## src/rtl/uart_pkg.sv

```systemverilog
// Shared definitions for the wishbone UART transmitter: register map, status bits, serialiser states.
// Latency: n/a (constants and types only).
// Backpressure: n/a.
package uart_pkg;

    // Word addresses of the register map; address 3 is reserved.
    localparam logic [1:0] ADDR_TXDATA  = 2'd0;
    localparam logic [1:0] ADDR_STATUS  = 2'd1;
    localparam logic [1:0] ADDR_DIVISOR = 2'd2;

    // Bit positions inside the STATUS register.
    localparam int STAT_FULL  = 0;
    localparam int STAT_EMPTY = 1;
    localparam int STAT_BUSY  = 2;
    localparam int STAT_OVF   = 3;

    // Serialiser state encoding.
    typedef enum logic [1:0] {
        ST_IDLE  = 2'd0,
        ST_START = 2'd1,
        ST_DATA  = 2'd2,
        ST_STOP  = 2'd3
    } state_t;

endpackage

```

## src/rtl/sync_fifo.sv

```systemverilog
// Synchronous first-word-fall-through FIFO; dout always shows the head entry.
// Latency: a pushed word is visible on dout the cycle after the push.
// Backpressure: push while full is dropped unless a pop frees the slot in the same cycle; pop while empty is ignored.
module sync_fifo #(
    parameter int WIDTH = 8,
    parameter int DEPTH = 8
) (
    input  logic             clk,
    input  logic             rst_n,
    input  logic             push,
    input  logic [WIDTH-1:0] din,
    input  logic             pop,
    output logic [WIDTH-1:0] dout,
    output logic             full,
    output logic             empty
);

    localparam int AW = $clog2(DEPTH);

    // One extra pointer bit distinguishes full from empty when the low bits match.
    logic [AW:0]      wr_ptr;
    logic [AW:0]      rd_ptr;
    logic [WIDTH-1:0] mem [DEPTH];
    logic             do_push;
    logic             do_pop;

    assign empty   = (wr_ptr == rd_ptr);
    assign full    = (wr_ptr[AW] != rd_ptr[AW]) && (wr_ptr[AW-1:0] == rd_ptr[AW-1:0]);
    assign do_pop  = pop & ~empty;
    assign do_push = push & (~full | do_pop);
    assign dout    = mem[rd_ptr[AW-1:0]];

    // Pointer update; both wrap naturally through the extra MSB.
    always_ff @(posedge clk or negedge rst_n) begin
        if (!rst_n) begin
            wr_ptr <= '0;
            rd_ptr <= '0;
        end else begin
            if (do_push) wr_ptr <= wr_ptr + 1'b1;
            if (do_pop)  rd_ptr <= rd_ptr + 1'b1;
        end
    end

    // Storage array; contents need no reset because the pointers define validity.
    always_ff @(posedge clk) begin
        if (do_push) mem[wr_ptr[AW-1:0]] <= din;
    end

endmodule

```

## src/rtl/wb_uart_tx.sv

```systemverilog
// Wishbone-classic slave that queues bytes in a TX FIFO and sends them 8N1 on o_tx.
// Latency: ack one cycle after request; first start bit two cycles after the TXDATA write request.
// Backpressure: none on the bus; writes to a full FIFO are acked, dropped, and flagged as sticky overflow.
module wb_uart_tx
    import uart_pkg::*;
#(
    parameter int          FIFO_DEPTH = 8,
    parameter logic [15:0] DIV_RESET  = 16'd3
) (
    input  logic        i_clk,
    input  logic        i_reset_n,
    input  logic        i_wb_cyc,
    input  logic        i_wb_stb,
    input  logic        i_wb_we,
    input  logic [1:0]  i_wb_addr,
    input  logic [31:0] i_wb_data,
    input  logic [3:0]  i_wb_sel,
    output logic [31:0] o_wb_data,
    output logic        o_wb_ack,
    output logic        o_tx,
    output logic        o_irq
);

    logic        req;
    logic        wr_req;
    logic        rd_req;
    logic [15:0] div;
    logic        overflow;
    state_t      state;
    logic [7:0]  shift;
    logic [15:0] bit_div;
    logic [15:0] cnt;
    logic [2:0]  bit_idx;
    logic        fifo_push;
    logic        fifo_pop;
    logic        fifo_full;
    logic        fifo_empty;
    logic [7:0]  fifo_dout;
    logic [31:0] status_word;
    logic [31:0] rd_mux;
    logic        unused_bits;

    // A held strobe only counts as a new request in cycles where no ack is out.
    assign req    = i_wb_cyc & i_wb_stb & ~o_wb_ack;
    assign wr_req = req & i_wb_we;
    assign rd_req = req & ~i_wb_we;

    assign fifo_push = wr_req & (i_wb_addr == ADDR_TXDATA) & i_wb_sel[0];
    assign fifo_pop  = (state == ST_IDLE) & ~fifo_empty;

    assign unused_bits = &{1'b0, i_wb_data[31:16], i_wb_sel[3:2]};

    sync_fifo #(
        .WIDTH (8),
        .DEPTH (FIFO_DEPTH)
    ) u_fifo (
        .clk   (i_clk),
        .rst_n (i_reset_n),
        .push  (fifo_push),
        .din   (i_wb_data[7:0]),
        .pop   (fifo_pop),
        .dout  (fifo_dout),
        .full  (fifo_full),
        .empty (fifo_empty)
    );

    // Assemble STATUS and select the read word for the addressed register.
    always_comb begin
        status_word            = '0;
        status_word[STAT_FULL]  = fifo_full;
        status_word[STAT_EMPTY] = fifo_empty;
        status_word[STAT_BUSY]  = (state != ST_IDLE);
        status_word[STAT_OVF]   = overflow;
        case (i_wb_addr)
            ADDR_STATUS:  rd_mux = status_word;
            ADDR_DIVISOR: rd_mux = {16'd0, div};
            default:      rd_mux = '0;
        endcase
    end

    // Bus response: single-cycle ack, read data only present alongside it.
    always_ff @(posedge i_clk or negedge i_reset_n) begin
        if (!i_reset_n) begin
            o_wb_ack  <= 1'b0;
            o_wb_data <= '0;
        end else begin
            o_wb_ack  <= i_wb_cyc & i_wb_stb & ~o_wb_ack;
            o_wb_data <= rd_req ? rd_mux : 32'd0;
        end
    end

    // Divisor register and sticky overflow flag.
    always_ff @(posedge i_clk or negedge i_reset_n) begin
        if (!i_reset_n) begin
            div      <= DIV_RESET;
            overflow <= 1'b0;
        end else begin
            if (wr_req && i_wb_addr == ADDR_DIVISOR) begin
                if (i_wb_sel[0]) div[7:0]  <= i_wb_data[7:0];
                if (i_wb_sel[1]) div[15:8] <= i_wb_data[15:8];
            end
            if (wr_req && i_wb_addr == ADDR_STATUS && i_wb_sel[0] && i_wb_data[STAT_OVF]) begin
                overflow <= 1'b0;
            end else if (fifo_push && fifo_full && !fifo_pop) begin
                overflow <= 1'b1;
            end
        end
    end

    // Serialiser: start, eight data bits LSB first, stop; bit period latched per frame.
    always_ff @(posedge i_clk or negedge i_reset_n) begin
        if (!i_reset_n) begin
            state   <= ST_IDLE;
            shift   <= '0;
            bit_div <= '0;
            cnt     <= '0;
            bit_idx <= '0;
            o_tx    <= 1'b1;
        end else begin
            case (state)
                ST_IDLE: begin
                    o_tx <= 1'b1;
                    if (!fifo_empty) begin
                        shift   <= fifo_dout;
                        bit_div <= div;
                        cnt     <= div;
                        o_tx    <= 1'b0;
                        state   <= ST_START;
                    end
                end
                ST_START: begin
                    if (cnt == 16'd0) begin
                        cnt     <= bit_div;
                        bit_idx <= 3'd0;
                        o_tx    <= shift[0];
                        state   <= ST_DATA;
                    end else begin
                        cnt <= cnt - 16'd1;
                    end
                end
                ST_DATA: begin
                    if (cnt == 16'd0) begin
                        cnt <= bit_div;
                        if (bit_idx == 3'd7) begin
                            o_tx  <= 1'b1;
                            state <= ST_STOP;
                        end else begin
                            bit_idx <= bit_idx + 3'd1;
                            shift   <= {1'b0, shift[7:1]};
                            o_tx    <= shift[1];
                        end
                    end else begin
                        cnt <= cnt - 16'd1;
                    end
                end
                ST_STOP: begin
                    o_tx <= 1'b1;
                    if (cnt == 16'd0) begin
                        state <= ST_IDLE;
                    end else begin
                        cnt <= cnt - 16'd1;
                    end
                end
                default: state <= ST_IDLE;
            endcase
        end
    end

    // Drain interrupt: nothing queued and nothing on the wire.
    always_ff @(posedge i_clk or negedge i_reset_n) begin
        if (!i_reset_n) begin
            o_irq <= 1'b1;
        end else begin
            o_irq <= fifo_empty & (state == ST_IDLE);
        end
    end

endmodule

```

## config.mk

```make
export PLATFORM = sky130hd
export DESIGN_NAME = wb_uart_tx
export DESIGN_NICKNAME = d
export VERILOG_FILES = /design/src/rtl/uart_pkg.sv /design/src/rtl/sync_fifo.sv /design/src/rtl/wb_uart_tx.sv
export SDC_FILE = /design/constraint.sdc
export NUM_CORES = 1
export LEC_CHECK = 0
export ABC_CLOCK_PERIOD_IN_PS = 3500
export BUFFER_PORTS_ARGS = -buffer_cell sky130_fd_sc_hd__buf_2
export CAP_MARGIN = 20
export CORE_ASPECT_RATIO = 1.1
export CORE_UTILIZATION = 50
export CTS_CLUSTER_SIZE = 28
export DETAILED_ROUTE_END_ITERATION = 16
export PLACE_DENSITY = 0.7
export RECOVER_POWER = 50
export SLEW_MARGIN = 10
export SYNTH_ARGS = -nofsm -noshare
export SYNTH_HDL_FRONTEND = slang
export SYNTH_SLANG_ARGS = --single-unit
```

## constraint.sdc

```tcl
create_clock -name i_clk -period 3.5 [get_ports i_clk]
set_clock_uncertainty 0.1 [all_clocks]
set_input_delay 0.175 -clock i_clk [delete_from_list [all_inputs] [get_ports i_clk]]
set_output_delay 0.175 -clock i_clk [all_outputs]
set_load 0.01 [all_outputs]
```

==> metrics.log <==
[metrics] result of the run: finished, violations left
[metrics] failing checks: capacitance limit, slew limit
[metrics] commonest cells after routing, fill and taps aside: 88 x sky130_fd_sc_hd__nand2_1, 85 x sky130_fd_sc_hd__dfrtp_1, 64 x sky130_fd_sc_hd__edfxtp_1
[metrics] aggregate global routing overflow: 0
[metrics] highest achievable clock rate: 0.383 GHz
[metrics] Hold Fails Final Rpt: 0
[metrics] starting density of the core: 51.3%
[metrics] antenna violations before repair: 0
[metrics] final period utilization: 74.6%
[metrics] Clock Root Buffer: sky130_fd_sc_hd__clkbuf_16
[metrics] post-synthesis average cell area: 12.1 um2
[metrics] setup total negative slack: 0 ns
[metrics] Crit path max-delay family: simple AND/OR/NAND/NOR gates
[metrics] share of post-route cells with drive strength above 1: 17.9%
[metrics] transition time at the pin with the least slew margin: 2.20 ns
[metrics] post-synth cell types: 57
[metrics] kind of end point of the critical path: flip-flop
[metrics] RSZ-0062 raised after global routing: false
[metrics] CTS tree: built
[metrics] share of synthesized area occupied by flip-flops and latches: 58.8%
[metrics] antenna-violating nets left: 0
[metrics] number of standard cells after synthesis: 586
[metrics] count of state elements after synthesis: 153
[metrics] total leakage power: 3.42 nW
[metrics] detailed-route vias per instance: 5.50
[metrics] number of H-tree levels: 4
[metrics] number of buffer and inverter instances along the worst setup path: 2
[metrics] Clk Latency, worst-skew pair: 0.42 ns
[metrics] Worst slew margin: -46.9%
[metrics] Layout Nets: 704
[metrics] Hold Path Class: input pin to flip-flop
[metrics] most common library cell in the layout ignoring fill and taps: sky130_fd_sc_hd__nand2_1
[metrics] Area Overhead vs Synth: 15.0%
[metrics] buffers added on ports: 43
[metrics] drt pass-1 iters: 5
[metrics] fraction of registers with async set or reset after synthesis: 58.2%
[metrics] Max Buffers Root-to-Sink: 2
[metrics] highest fanout seen on the critical path: 18
[metrics] data required time of the worst path: 3.74 ns
[metrics] aggregate routed wire length: 14.5 mm
[metrics] met1 track demand over resource in global routing: 30.4%
[metrics] Cell Rows: 45
[metrics] TritonCTS sink count: 153
[metrics] global routing met3 resource utilization: 4.40%
[metrics] routed wirelength normalized by instance count: 17.1 um
[metrics] core area: 0.0138 mm2
[metrics] number of flops mapped to enable cells by yosys: 64
[metrics] count of max-cap constraint violations: 1
[metrics] clock transition at the registers of the reported paths: 0.06 ns
[metrics] tightest hold margin: 0.0850 ns
[metrics] Setup crit start kind: flip-flop
[metrics] vertical die dimension: 127 um
[metrics] slowest CP cell: sky130_fd_sc_hd__clkinv_1
[metrics] pins over their slew limit: 90
[metrics] worst supply voltage drop on vdd: 0.479 mV
[metrics] Iteration-0 DRC Markers: 343
[metrics] die area: 0.0146 mm2
[metrics] area of placed instances: 0.00739 mm2
[metrics] final setup fails: 0
[metrics] Die Width: 115 um
[metrics] vias after detailed routing: 4665
[metrics] number of global-route vias before repair: 4640
[metrics] global-route usage over all layers: 21.6%
[metrics] wire length of the first global-routing pass: 23.8 mm
[metrics] Max stage delay on crit path: 0.52 ns
[metrics] total power per unit cell area: 798 mW/mm2
[metrics] shortest period the worst path allows: 2.61 ns
[metrics] Crit Path Category: flip-flop to flip-flop
[metrics] half-perimeter wire length of the detailed placement result: 9.35 mm
[metrics] layer carrying the most global-route usage: met2
[metrics] maximum number of pins on one net before global-route repair: 90
[metrics] crit path DAT: 2.85 ns
[metrics] area of the mapped netlist: 0.00707 mm2
[metrics] count of warnings emitted by yosys: 0
[metrics] TritonCTS buffer count: 17
[metrics] Antenna Diode Count: 0
[metrics] met2 usage in global routing: 33.0%
[metrics] I/O pin count: 78
[metrics] Cell Chain, Critical Path: xor2_1 > nor4b_2 > buf_4 > nand2b_1 > clkinv_1 > nand4_1 > xnor2_1
[metrics] Synth Flop Type: sky130_fd_sc_hd__dfrtp_1
[metrics] number of design rule violations left after detail routing: 0
[metrics] routability congestion estimate: 0.789
[metrics] Final Cell Area: 0.00813 mm2
## routing by layer
layer | share of wire, % | routed length, um
met2 | 48 | 6970
met4 | 1.9 | 280
met3 | 4.6 | 670
met5 | 0 | 0
met1 | 45 | 6600
## flip-flops by register name, indices dropped and copies added, names as in the netlist
| signal | count |
|---|---|
| overflow | 1 |
| bit_div | 16 |
| shift | 8 |
| u_fifo.mem | 64 |
| o_irq | 1 |
| u_fifo.rd_ptr | 4 |
| o_wb_ack | 1 |
| o_tx | 1 |
| o_wb_data | 16 |
| state | 2 |
| div | 16 |
| cnt | 16 |
| u_fifo.wr_ptr | 4 |
| bit_idx | 3 |
## cell families (layout without fill, tap and decap cells)
group,Yosys count,count (layout),synth area share [%]
buffers and inverters,65,124,5.22
adder cells (fa/ha/maj),14,14,2.48
AND/OR/NAND/NOR,186,186,12.7
multiplexers,43,43,9.22
flip-flops,153,153,58.8
AO/OA/AOI/OAI,100,100,8.65
other,1,16,0.0530
XOR/XNOR,24,24,2.97
## cell type report
type | count | area (um2)
fillers | 1102 | 5660
flip-flops and latches | 153 | 4150
multi-input cells | 383 | 2600
repair buffers | 77 | 494
clock buffers | 17 | 425
well taps | 188 | 235
clock inverters | 15 | 164
inverters | 15 | 56.3
## final timing paths
path                                              start                           end  slack [ns]  depth (start not counted)
hold reg to reg                  bit_div[8]$_DFFE_PN0P_        bit_div[8]$_DFFE_PN0P_        0.38                          2
min in group asynchronous                     i_reset_n  u_fifo.wr_ptr[1]$_DFFE_PN0P_        0.85                          2
hold / removal                              i_wb_sel[0]          overflow$_DFFE_PN0P_        0.08                          4
max in group asynchronous                     i_reset_n        bit_idx[0]$_DFFE_PN0P_        1.15                          2
setup / recovery           u_fifo.wr_ptr[2]$_DFFE_PN0P_  u_fifo.rd_ptr[3]$_DFFE_PN0P_        0.89                          7
setup reg to reg           u_fifo.wr_ptr[2]$_DFFE_PN0P_  u_fifo.rd_ptr[3]$_DFFE_PN0P_        0.89                          7
## through the flow
stage,setup slack [ns],power [mW],instances,utilization [%]
3_3_place_gp,0.998,4.60,798,53.6
2_1_floorplan,0.915,4.18,601,-
3_5_place_dp,0.939,4.69,798,53.6
5_1_grt,0.657,6.89,848,59.0
4_1_cts,0.942,6.52,848,59.1
6_report,0.888,6.49,848,59.0
## tightest hold or removal path, cell delays in order
cell                      delay (ns)
sky130_fd_sc_hd__buf_2          0.10
sky130_fd_sc_hd__nand2_1        0.05
sky130_fd_sc_hd__nor2_1         0.07
sky130_fd_sc_hd__a31oi_1        0.16
## synthesized netlist by cell type (3+ instances only)
library cell | n | share of area (%)
sky130_fd_sc_hd__mux2_2 | 17 | 2.7
sky130_fd_sc_hd__nor2_1 | 38 | 2.0
sky130_fd_sc_hd__a22o_1 | 4 | 0.50
sky130_fd_sc_hd__nand2_1 | 88 | 4.7
sky130_fd_sc_hd__and3_1 | 12 | 1.1
sky130_fd_sc_hd__dfstp_2 | 4 | 1.5
sky130_fd_sc_hd__o21ai_0 | 38 | 2.7
sky130_fd_sc_hd__a21oi_1 | 22 | 1.6
sky130_fd_sc_hd__xnor2_1 | 10 | 1.2
sky130_fd_sc_hd__mux2i_1 | 10 | 1.4
sky130_fd_sc_hd__a31oi_1 | 6 | 0.53
sky130_fd_sc_hd__ha_1 | 14 | 2.5
sky130_fd_sc_hd__buf_4 | 19 | 2.0
sky130_fd_sc_hd__o31ai_1 | 8 | 0.85
sky130_fd_sc_hd__nor3_1 | 8 | 0.57
sky130_fd_sc_hd__inv_1 | 13 | 0.69
sky130_fd_sc_hd__nand3_1 | 7 | 0.50
sky130_fd_sc_hd__a221oi_1 | 3 | 0.37
sky130_fd_sc_hd__dfrtp_1 | 85 | 30
sky130_fd_sc_hd__nor3b_1 | 8 | 0.85
sky130_fd_sc_hd__xor2_1 | 14 | 1.7
sky130_fd_sc_hd__nand4_1 | 8 | 0.71
sky130_fd_sc_hd__a22oi_1 | 4 | 0.42
sky130_fd_sc_hd__clkbuf_1 | 14 | 0.74
sky130_fd_sc_hd__buf_6 | 3 | 0.48
sky130_fd_sc_hd__mux4_2 | 16 | 5.1
sky130_fd_sc_hd__edfxtp_1 | 64 | 27
sky130_fd_sc_hd__nand2b_1 | 3 | 0.27
sky130_fd_sc_hd__buf_2 | 11 | 0.78
## repair_timing
action | 4_1_cts | 5_1_grt
buffers inserted | 0 | 0
resized for setup | 0 | 0
hold endpoints to repair | 151 | 0
hold buffers | 18 | 0
## where the power goes
part           switching, mW  leakage [nW]  internal (mW)  total (mW)
sequential             0.294          1.73           2.18        2.47
combinational           1.29          1.41          0.916        2.21
clock                  0.745         0.281           1.06        1.81
total                   2.33          3.42           4.16        6.49
(Power assumes the default switching activity.)
